## src/rtl/ex_mem_stage.sv

```systemverilog
// rtl/ex_mem_stage.sv - EX/MEM pipeline register, NZCV flags and branch resolution (BR_STATS_EN adds branch counters)
module ex_mem_stage #(
    parameter int DATA_W     = 64,
    parameter int REG_ADDR_W = 5
) (
    input  logic                  clk,
    input  logic                  rst_n,
    input  logic                  stall,
    input  logic                  flush,
    input  logic                  ex_valid,
    input  logic [DATA_W-1:0]     ex_result,
    input  logic                  ex_zero,
    input  logic                  ex_negative,
    input  logic                  ex_carry,
    input  logic                  ex_overflow,
    input  logic                  ex_set_flags,
    input  logic [2:0]            ex_br_type,
    input  logic [3:0]            ex_cond,
    input  logic [DATA_W-1:0]     ex_br_target,
    input  logic [DATA_W-1:0]     ex_store_data,
    input  logic [REG_ADDR_W-1:0] ex_rd,
    input  logic                  ex_reg_write,
    input  logic                  ex_mem_read,
    input  logic                  ex_mem_write,
    output logic                  mem_valid,
    output logic [DATA_W-1:0]     mem_result,
    output logic [DATA_W-1:0]     mem_store_data,
    output logic [DATA_W-1:0]     mem_br_target,
    output logic [REG_ADDR_W-1:0] mem_rd,
    output logic                  mem_reg_write,
    output logic                  mem_mem_read,
    output logic                  mem_mem_write,
    output logic                  mem_br_taken,
    output logic [3:0]            nzcv,
    output logic [31:0]           br_count,
    output logic [31:0]           taken_count
);

    localparam logic [2:0] BR_B    = 3'd1;
    localparam logic [2:0] BR_COND = 3'd2;
    localparam logic [2:0] BR_CBZ  = 3'd3;
    localparam logic [2:0] BR_CBNZ = 3'd4;

    // Odd condition codes are the negation of the even code below them, except E/F.
    function automatic logic cond_holds(input logic [3:0] cond, input logic [3:0] flags);
        logic n, z, c, v;
        logic base;
        {n, z, c, v} = flags;
        case (cond[3:1])
            3'd0:    base = z;
            3'd1:    base = c;
            3'd2:    base = n;
            3'd3:    base = v;
            3'd4:    base = c & ~z;
            3'd5:    base = (n == v);
            3'd6:    base = ~z & (n == v);
            default: base = 1'b1;
        endcase
        if (cond[3:1] != 3'd7 && cond[0])
            cond_holds = ~base;
        else
            cond_holds = base;
    endfunction

    logic capture;
    logic squash;
    logic ex_is_branch;
    logic ex_taken;
    logic commit;

    assign capture      = ~stall;
    assign squash       = flush | (mem_valid & mem_br_taken);
    assign commit       = capture & ~squash & ex_valid;
    assign ex_is_branch = (ex_br_type != 3'd0) && (ex_br_type <= BR_CBNZ);

    // B.cond reads the architectural register, so a setter one slot ahead has already landed.
    always_comb begin
        ex_taken = 1'b0;
        case (ex_br_type)
            BR_B:    ex_taken = 1'b1;
            BR_COND: ex_taken = cond_holds(ex_cond, nzcv);
            BR_CBZ:  ex_taken = ex_zero;
            BR_CBNZ: ex_taken = ~ex_zero;
            default: ex_taken = 1'b0;
        endcase
    end

    always_ff @(posedge clk or negedge rst_n) begin
        if (!rst_n) begin
            mem_valid      <= 1'b0;
            mem_result     <= '0;
            mem_store_data <= '0;
            mem_br_target  <= '0;
            mem_rd         <= '0;
            mem_reg_write  <= 1'b0;
            mem_mem_read   <= 1'b0;
            mem_mem_write  <= 1'b0;
            mem_br_taken   <= 1'b0;
        end else if (capture) begin
            // Data fields are don't-care in a bubble, so they follow EX unconditionally.
            mem_result     <= ex_result;
            mem_store_data <= ex_store_data;
            mem_br_target  <= ex_br_target;
            mem_rd         <= ex_rd;
            if (squash) begin
                mem_valid     <= 1'b0;
                mem_reg_write <= 1'b0;
                mem_mem_read  <= 1'b0;
                mem_mem_write <= 1'b0;
                mem_br_taken  <= 1'b0;
            end else begin
                mem_valid     <= ex_valid;
                mem_reg_write <= ex_reg_write & ex_valid;
                mem_mem_read  <= ex_mem_read & ex_valid;
                mem_mem_write <= ex_mem_write & ex_valid;
                mem_br_taken  <= ex_taken & ex_valid;
            end
        end
    end

    always_ff @(posedge clk or negedge rst_n) begin
        if (!rst_n)
            nzcv <= 4'b0000;
        else if (commit && ex_set_flags)
            nzcv <= {ex_negative, ex_zero, ex_carry, ex_overflow};
    end

`ifdef BR_STATS_EN
    always_ff @(posedge clk or negedge rst_n) begin
        if (!rst_n) begin
            br_count    <= 32'd0;
            taken_count <= 32'd0;
        end else if (commit && ex_is_branch) begin
            br_count <= br_count + 32'd1;
            if (ex_taken)
                taken_count <= taken_count + 32'd1;
        end
    end
`else
    assign br_count    = 32'd0;
    assign taken_count = 32'd0;
`endif

endmodule

```

## config.mk

```make
export PLATFORM = sky130hd
export DESIGN_NAME = ex_mem_stage
export DESIGN_NICKNAME = d
export VERILOG_FILES = /design/src/rtl/ex_mem_stage.sv
export SDC_FILE = /design/constraint.sdc
export NUM_CORES = 1
export LEC_CHECK = 0
export CAP_MARGIN = 25
export CORE_AREA = 2 2 189 191
export CTS_CLUSTER_SIZE = 28
export DETAILED_ROUTE_END_ITERATION = 12
export DIE_AREA = 0 0 191 193
export GPL_TIMING_DRIVEN = 0
export PLACE_DENSITY = 0.66
export SLEW_MARGIN = 20
export SYNTH_ARGS = -nofsm -noshare
export SYNTH_HDL_FRONTEND = slang
export SYNTH_SLANG_ARGS = --single-unit
```

## constraint.sdc

```tcl
create_clock -name clk -period 1.51 [get_ports clk]
set_input_delay 0.2265 -clock clk [delete_from_list [all_inputs] [get_ports clk]]
set_output_delay 0.2265 -clock clk [all_outputs]
set_load 0.01 [all_outputs]
```

# Word level (Yosys, flattened, before mapping)
# Index checks and enable logic that the tools add are counted.
# W data, S select, Z words.
classes:
  addsub: 0
  mul: 0
  div_mod_pow: 0
  n_lt_le_gt_ge: 0
  eq_ne: 12
  shift: 0
  mux: 9
  n_bitwise: 15
  n_reduce_logical: 3
op_table:
  columns: ["operator", "count"]
  rows:
  - ["$eq A3 B2 Y1 const B", 4]
  - ["$eq A3 B3 Y1 const B", 4]
  - ["$and A1 B1 Y1", 9]
  - ["$mux W1", 7]
  - ["$pmux W1 S7", 1]
  - ["$eq A3 B1 Y1 const B", 2]
  - ["$not A1 Y1", 5]
  - ["$pmux W1 S4", 1]
  - ["$logic_not A3 Y1", 1]
  - ["$ne A3 B3 Y1 const B", 1]
  - ["$logic_and A1 B1 Y1", 2]
  - ["$eq A1 B1 Y1", 1]
  - ["$or A1 B1 Y1", 1]
word_totals:
  reg_bits: 206
  latchBits: 0
  ramBits: 0
  rom_bits: 0
  inputBits: 217
  out_inout_bits: 270
  word_cells: 49
  n_memories: 0

# Depth between registers and ports, before layout
# Gate-level depths: netlist (run 1).
depth:
  depth_word: 9
  ltp_mapped: 5

# Least setup slack after synthesis (run 1)
# OpenSTA, ideal clock, no wires.
synth_path:
  kind: "reg2reg"
  startpoint: "register mem_br_taken"
  endpoint: "register nzcv[0]"
  setup_time_ns: 0.125
  arrival_ns: 1.353
  slack_ns: 0.032
  stages_incl_launch_ff: 4
  n_path_buf: 0
  period_less_slack_ns: 1.478
  cell_sequence: "dfrtp_1 -> a2111oi_4 -> nand2_1 -> mux2_2"
synth_via:
  elab_chain_len: 6
synth_lines:
  columns: ["element", "line_no", "text"]
  rows:
  - ["start: declaration", "33", "output logic mem_br_taken,"]
  - ["start signal: assignment", "116", "mem_br_taken <= ex_taken & ex_valid;"]
  - ["$and A1 B1 Y1", "72", "assign squash = flush | (mem_valid & mem_br_taken);"]
  - ["$or A1 B1 Y1", "72", null]
  - ["$not A1 Y1", "73", "assign commit = capture & ~squash & ex_valid;"]
  - ["$and A1 B1 Y1 (2 in series)", "73", null]
  - ["$logic_and A1 B1 Y1", "124", "else if (commit && ex_set_flags)"]
  - ["end signal: assignment", "125", "nzcv <= {ex_negative, ex_zero, ex_carry, ex_overflow};"]
  - ["end: declaration", "34", "output logic [3:0] nzcv,"]
# No other way between the ends.
# A chain may end at the register's enable or synchronous reset.

# Worst setup path after layout (run 1)
layout_path:
  startpoint: "register nzcv[1]"
  endpoint: "output nzcv[1]"
# No word-level cell between the ends.

==> flow_metrics.py, run 1 <==
metrics = {
    "status": {
        "status": "finished clean",
    },
    "worst_setup_path": {
        "cpMaxStageDelayCell": "dfrtp_1",
        "endpoint_kind": "output pin",
        "cp-start-kind": "flip-flop",
        "path_cells": "dlygate4sd2_1",
        "rr_endpoint": "mem_br_taken",
        "critPathBufInv": 1,
        "cp.required_ns": 1.28,
        "arrival_ns": 1.22,
        "r2r_cells": 4,
        "reg2reg_slack_ns": 0.07,
        "r2r-start": "nzcv[2]",
        "cpLargestDelayFamily": "flip-flops",
        "path_class": "reg2out",
        "cp_max_fo": 4,
        "max_stage_delay_ns": 0.40,
    },
    "drt": {
        "via_per_inst": 3.972,
        "firstDrtPassIters": 4,
        "wl_per_cell_um": 16.27,
        "vias": 6034,
        "drt-initial-drc-count": 123,
        "ant_nets": 0,
        "drt-total-wl_um": 24710,
        "drc": 0,
    },
    "global_routing": {
        "grt_max_degree": 89,
        "grt_pass1_wl_um": 36410,
        "overflow": 0,
        "antenna_found_initial": 0,
        "grt_pass1_vias": 6382,
        "grt_use_total_pct": 12.74,
    },
    "clocking": {
        "clock_latency_ns": 0.52,
        "root_buffer": "clkbuf_16",
        "cts-htree-levels": 1,
        "cts_buffer_depth": 3,
        "cts_tree": "done",
        "tritoncts.num_buffers": 24,
        "clkSinkCount": 206,
        "clk_pin_slew_worst_paths_ns": 0.06,
    },
    "sta": {
        "slew_viol_final": 0,
        "period_minus_slack_ns": 1.451,
        "rsz0062_at_grt": "true",
        "finClkSkew_ns": 0.003418,
        "fin_ws_ns": 0.05871,
        "hold_violations": 0,
        "fin_crit_sh_pct": 96.11,
        "finalSetupViolations": 0,
        "clock.fmax_mhz": 689.0,
        "worst_slew_pin_slew_ns": 0.5290,
        "finalSetupTns_ns": 0,
        "relSlewSlack_pct": 64.73,
    },
    "synthesis": {
        "synth-seq-cells": 206,
        "synthArstFlopShare_pct": 100.0,
        "syn_avg_cell_area_sq_um": 15.73,
        "yosys_most_used_dff": "dfrtp_1",
        "synth_top_family_by_area": "multiplexers",
        "ys_seq_area_share_pct": 62.65,
        "muxShareOfSynthArea_pct": 27.83,
        "synth_xor_area_share_pct": 0.2129,
        "synth_compound_gate_area_share_pct": 1.232,
        "netlist_instances": 523,
        "synth_area_sq_um": 8228,
        "yosys.area_share.simple_pct": 0.7755,
        "synth-adder-area-share_pct": 0,
        "synth_edf_count": 0,
        "synth.distinct_cells": 24,
        "yosys_warnings": 0,
    },
    "layout": {
        "layout-drive-gt1-share_pct": 32.04,
        "syn_to_final_growth_pct": 69.33,
        "n_fill_cell": 3384,
        "n_antenna_cell": 0,
        "final_nets": 1259,
        "final_util_pct": 39.85,
    },
    "pwr": {
        "p_total_mw": 15.01,
        "p_leak_nw": 6.312,
        "irDropWorstVdd_mv": 1.054,
        "power.density_nw_per_um2": 1077,
    },
    "place": {
        "place_congestion": 0.7542,
        "io_buffers": 421,
        "hpwlAfterDp_um": 19010,
        "dpl_worst_slack_ns": -0.5691,
    },
    "floorplan": {
        "die_w_um": 191,
        "initial_utilization_pct": 23.53,
        "die-area_sq_um": 36860,
        "dieHeight_um": 193,
        "rows": 69,
        "core_area_sq_um": 34960,
        "num_io_pins": 487,
    },
    "worst_hold_path": {
        "min_path_type": "in2async",
    },
    "job": {
        "maxCapViolations": 0,
    },
}
[state kept, by name, indices dropped and copies added, names as in the netlist]
name            count
mem_br_taken        1
mem_br_target      64
mem_mem_read        1
mem_mem_write       1
mem_rd              5
mem_reg_write       1
mem_result         64
mem_store_data     64
mem_valid           1
nzcv                4
[worst max-delay path by stage]
stage                            from                 to  depth (start not counted)
global placement                rst_n     mem_result[13]                          1
floorplan                mem_br_taken            nzcv[0]                          3
global route                  nzcv[2]       mem_br_taken                          5
CTS                 mem_br_target[59]  mem_br_target[59]                          1
detailed placement              stall  mem_br_target[29]                          4
finish                        nzcv[1]            nzcv[1]                          1
[metrics by stage]
stage,std cells,hold WS [ns],area [sq um]
final,1519,0.1799,13930
after global routing,1519,0.1918,13930
after CTS,1517,0.1620,13900
after floorplan,586,-0.06909,8464
after global placement,1468,0.4847,13260
after detailed placement,1470,0.1429,13320
[layout make-up]
class | count | area (sq um) | area share, %
Clock buffer | 37 | 729.5 | 5.236
Tap cell | 461 | 576.8 | 4.140
Clock inverter | 5 | 61.31 | 0.4401
Inverter | 2 | 7.507 | 0.05388
Buffer | 87 | 590.6 | 4.239
Sequential cell | 206 | 5156 | 37.01
Multi-Input combinational cell | 291 | 2729 | 19.59
Timing Repair Buffer | 430 | 4081 | 29.30
[timing repair]
| action | 4_1_cts | 5_1_grt |
|---|---|---|
| pin swaps | 1 | 3 |
| endpoints found under the setup margin | 214 | 8 |
| cloned | 0 | 0 |
| buffers inserted | 4 | 2 |
| hold buffers | 1 | 0 |
| resized for setup | 214 | 9 |
| endpoints found under the hold margin | 119 | 0 |
[per-layer routing]
metal | wire length (um) | track usage (%)
met5 | 0 | 0
met4 | 646 | 3.608
met3 | 2960 | 5.683
met2 | 12670 | 23.47
met1 | 8436 | 12.99
[layout by cell type (no fill, tap or decap), types with 3 or more instances in the layout]
cell,synthesis,routed
dfrtp_1,206,205
buf_4,64,70
dlygate4sd2_1,0,199
clkdlybuf4s15_1,0,6
a22o_1,3,3
clkbuf_8,0,8
clkbuf_1,2,6
clkbuf_16,0,24
conb_1,1,64
buf_1,3,3
mux2_2,201,201
clkinv_2,0,3
buf_2,18,18
clkdlybuf4s50_1,0,214
[Yosys cell counts, drive strengths merged, types with 2 or more instances]
cell type / n / area [sq um]
o21ai: 2 / 10.01
dfrtp: 206 / 5155
clkbuf: 2 / 7.510
mux2: 201 / 2263
nand2: 3 / 11.26
a31oi: 2 / 12.51
buf: 85 / 581.8
a32oi: 2 / 17.52
nor2: 3 / 11.26
xnor2: 2 / 17.52
a22o: 3 / 26.28
inv: 2 / 7.510
[report_power, final]
group / leakage (nW) / switching, mW / internal [mW]
registers: 2.42 / 0.279 / 6.08
clock network: 0.392 / 2.30 / 3.47
logic: 3.50 / 1.17 / 1.70
total: 6.31 / 3.75 / 11.3
[kinds of logic after synthesis]
kind of cell              count (synthesis)
muxes                                   202
DFF                                     206
other                                     1
AOI/OAI and AO/OA                        11
xor gates and xnor gates                  2
buffers and inverters                    89
and+or+nand+nor                          12
Note: power is estimated with default switching activity, not from simulation.
==> run 2: changes to the inputs <==
- PLACE_DENSITY: 0.66 -> 0.62
==> run 2 against run 1 <==
The flow now finishes with violations (setup timing); routed wire length fell by 0.22%; via count is 1.3% lower; register-to-register slack worse by 0.07 ns.
==> flow_metrics.py, run 2 (synthesis results as in run 1) <==
metrics = {
    "status": {
        "status": "finished, violations left",
        "violations": "setup timing",
    },
    "worst_hold_path": {
        "min_path_type": "in2async",
    },
    "global_routing": {
        "use_met3_pct": 5.466,
        "grt.busiest_layer": "met2",
        "grt_pass1_wl_um": 35590,
        "overflow": 0,
        "grt.met1_usage_pct": 13.16,
        "grt_max_degree": 83,
        "grt_use_total_pct": 12.57,
        "grt_pass1_vias": 6093,
        "use_met2_pct": 22.80,
        "antenna_found_initial": 0,
    },
    "clocking": {
        "clkSinkCount": 206,
        "tritoncts.num_buffers": 24,
        "cts_buffer_depth": 3,
        "cts-htree-levels": 1,
        "clk_pin_slew_worst_paths_ns": 0.06,
        "clock_latency_ns": 0.52,
        "root_buffer": "clkbuf_16",
        "cts_tree": "done",
    },
    "sta": {
        "finClkSkew_ns": 0.0007410,
        "worst_slew_pin_slew_ns": 0.5727,
        "period_minus_slack_ns": 1.510,
        "rsz0062_at_grt": "true",
        "fin_ws_ns": -0.0004061,
        "finalSetupViolations": 1,
        "holdWs_ns": 0.2119,
        "clock.fmax_mhz": 662.1,
        "slew_viol_final": 0,
        "relSlewSlack_pct": 61.82,
        "hold_violations": 0,
        "fin_crit_sh_pct": 100.0,
    },
    "layout": {
        "n_antenna_cell": 0,
        "final_nets": 1256,
        "stdcell_count": 1516,
        "final_util_pct": 39.78,
        "seqCellArea_sq_um": 5157,
        "n_fill_cell": 3400,
        "multi_input_area_sq_um": 2709,
        "final_common_cell": "clkdlybuf4s50_1",
        "syn_to_final_growth_pct": 69.04,
        "layout-drive-gt1-share_pct": 31.47,
        "final_cell_mix": "214 x clkdlybuf4s50_1, 204 x dfrtp_1, 201 x mux2_2, 199 x dlygate4sd2_1, 68 x buf_4",
        "reg_top3": "mem_br_target x64, mem_result x64, mem_store_data x64",
    },
    "floorplan": {
        "dieHeight_um": 193,
        "die-area_sq_um": 36860,
        "initial_utilization_pct": 23.53,
        "rows": 69,
        "core_area_sq_um": 34960,
        "die_w_um": 191,
        "num_io_pins": 487,
    },
    "drt": {
        "ant_nets": 0,
        "drc": 0,
        "vias": 5958,
        "wl_per_cell_um": 16.26,
        "via_per_inst": 3.930,
        "drt-initial-drc-count": 105,
        "drt-total-wl_um": 24650,
        "firstDrtPassIters": 4,
    },
    "pwr": {
        "p_leak_nw": 6.297,
        "p_total_mw": 15.10,
        "power.density_nw_per_um2": 1085,
        "irDropWorstVdd_mv": 1.047,
    },
    "place": {
        "hpwlAfterDp_um": 18940,
        "dp_cells": 1470,
        "place_congestion": 0.7588,
        "dpl_worst_slack_ns": -0.5443,
        "io_buffers": 421,
    },
    "worst_setup_path": {
        "r2r-start": "nzcv[0]",
        "r2r_cells": 6,
        "cp.required_ns": 1.95,
        "reg2reg_slack_ns": -0.0004,
        "arrival_ns": 1.95,
        "cp_max_fo": 3,
        "path_class": "reg2reg",
        "rr_endpoint": "mem_br_taken",
        "cp-start-kind": "flip-flop",
        "endpoint_kind": "flip-flop",
    },
    "job": {
        "maxCapViolations": 0,
    },
}
-- run 2: how the worst max path moves through the flow --
| stage | startpoint | end | slack (ns) | cells past startpoint |
|---|---|---|---|---|
| 3_3_place_gp | rst_n | mem_store_data[53] | -9.06 | 1 |
| 5_1_grt | nzcv[0] | mem_br_taken | -0.10 | 6 |
| 2_1_floorplan | mem_br_taken | nzcv[0] | 0.03 | 3 |
| 6_report | nzcv[0] | mem_br_taken | -0.0004 | 6 |
| 4_1_cts | nzcv[0] | mem_br_taken | -0.05 | 6 |
| 3_5_place_dp | stall | mem_store_data[52] | -0.54 | 4 |
-- run 2: report_power, final --
| part | internal (mW) | switching (mW) | leakage [nW] | total [mW] |
|---|---|---|---|---|
| clock | 3.58 | 2.31 | 0.399 | 5.89 |
| combinational | 1.69 | 1.16 | 3.48 | 2.84 |
| sequential | 6.08 | 0.274 | 2.42 | 6.36 |
| total | 11.4 | 3.74 | 6.30 | 15.1 |
-- run 2: final cells by class --
type | count | area share (%)
Clock buffer | 39 | 5.443
Multi-Input combinational cell | 291 | 19.48
Sequential cell | 206 | 37.08
Clock inverter | 3 | 0.3958
Inverter | 2 | 0.05398
Buffer | 87 | 4.246
Tap cell | 461 | 4.147
Timing Repair Buffer | 427 | 29.16
-- run 2: metrics by stage --
stage | area (sq um) | TNS [ns]
3_3_place_gp | 13260 | -1932.90
3_5_place_dp | 13320 | -65.42
2_1_floorplan | 8464 | 0
5_1_grt | 13910 | -0.1015
4_1_cts | 13900 | -0.04671
6_report | 13910 | -0.0004061
-- run 2: routing by layer --
metal	vias to the layer above	wire length [um]
met5	-	0
met4	0	612
met3	30	2825
met2	302	12650
met1	2901	8562
li1	2725	-
-- run 2: what timing repair did --
action	CTS	global route
hold buffers	1	0
buffers inserted	2	1
endpoints found under the setup margin	210	19
pin swaps	1	1
gates resized for setup	210	8
hold endpoints to repair	42	0
-- run 2: critical path, cell delays in order, from the launching register on --
cell,delay (ns)
dfrtp_1,0.37
buf_4,0.14
mux4_2,0.46
nor2_1,0.09
a31oi_1,0.06
xnor2_1,0.13
a32oi_1,0.18
==> run 3: changes to the inputs <==
- GPL_ROUTABILITY_DRIVEN: unset -> 0
==> results of run 3 <==
Same layout as run 2: the final DEF is identical, and so are final timing and power.
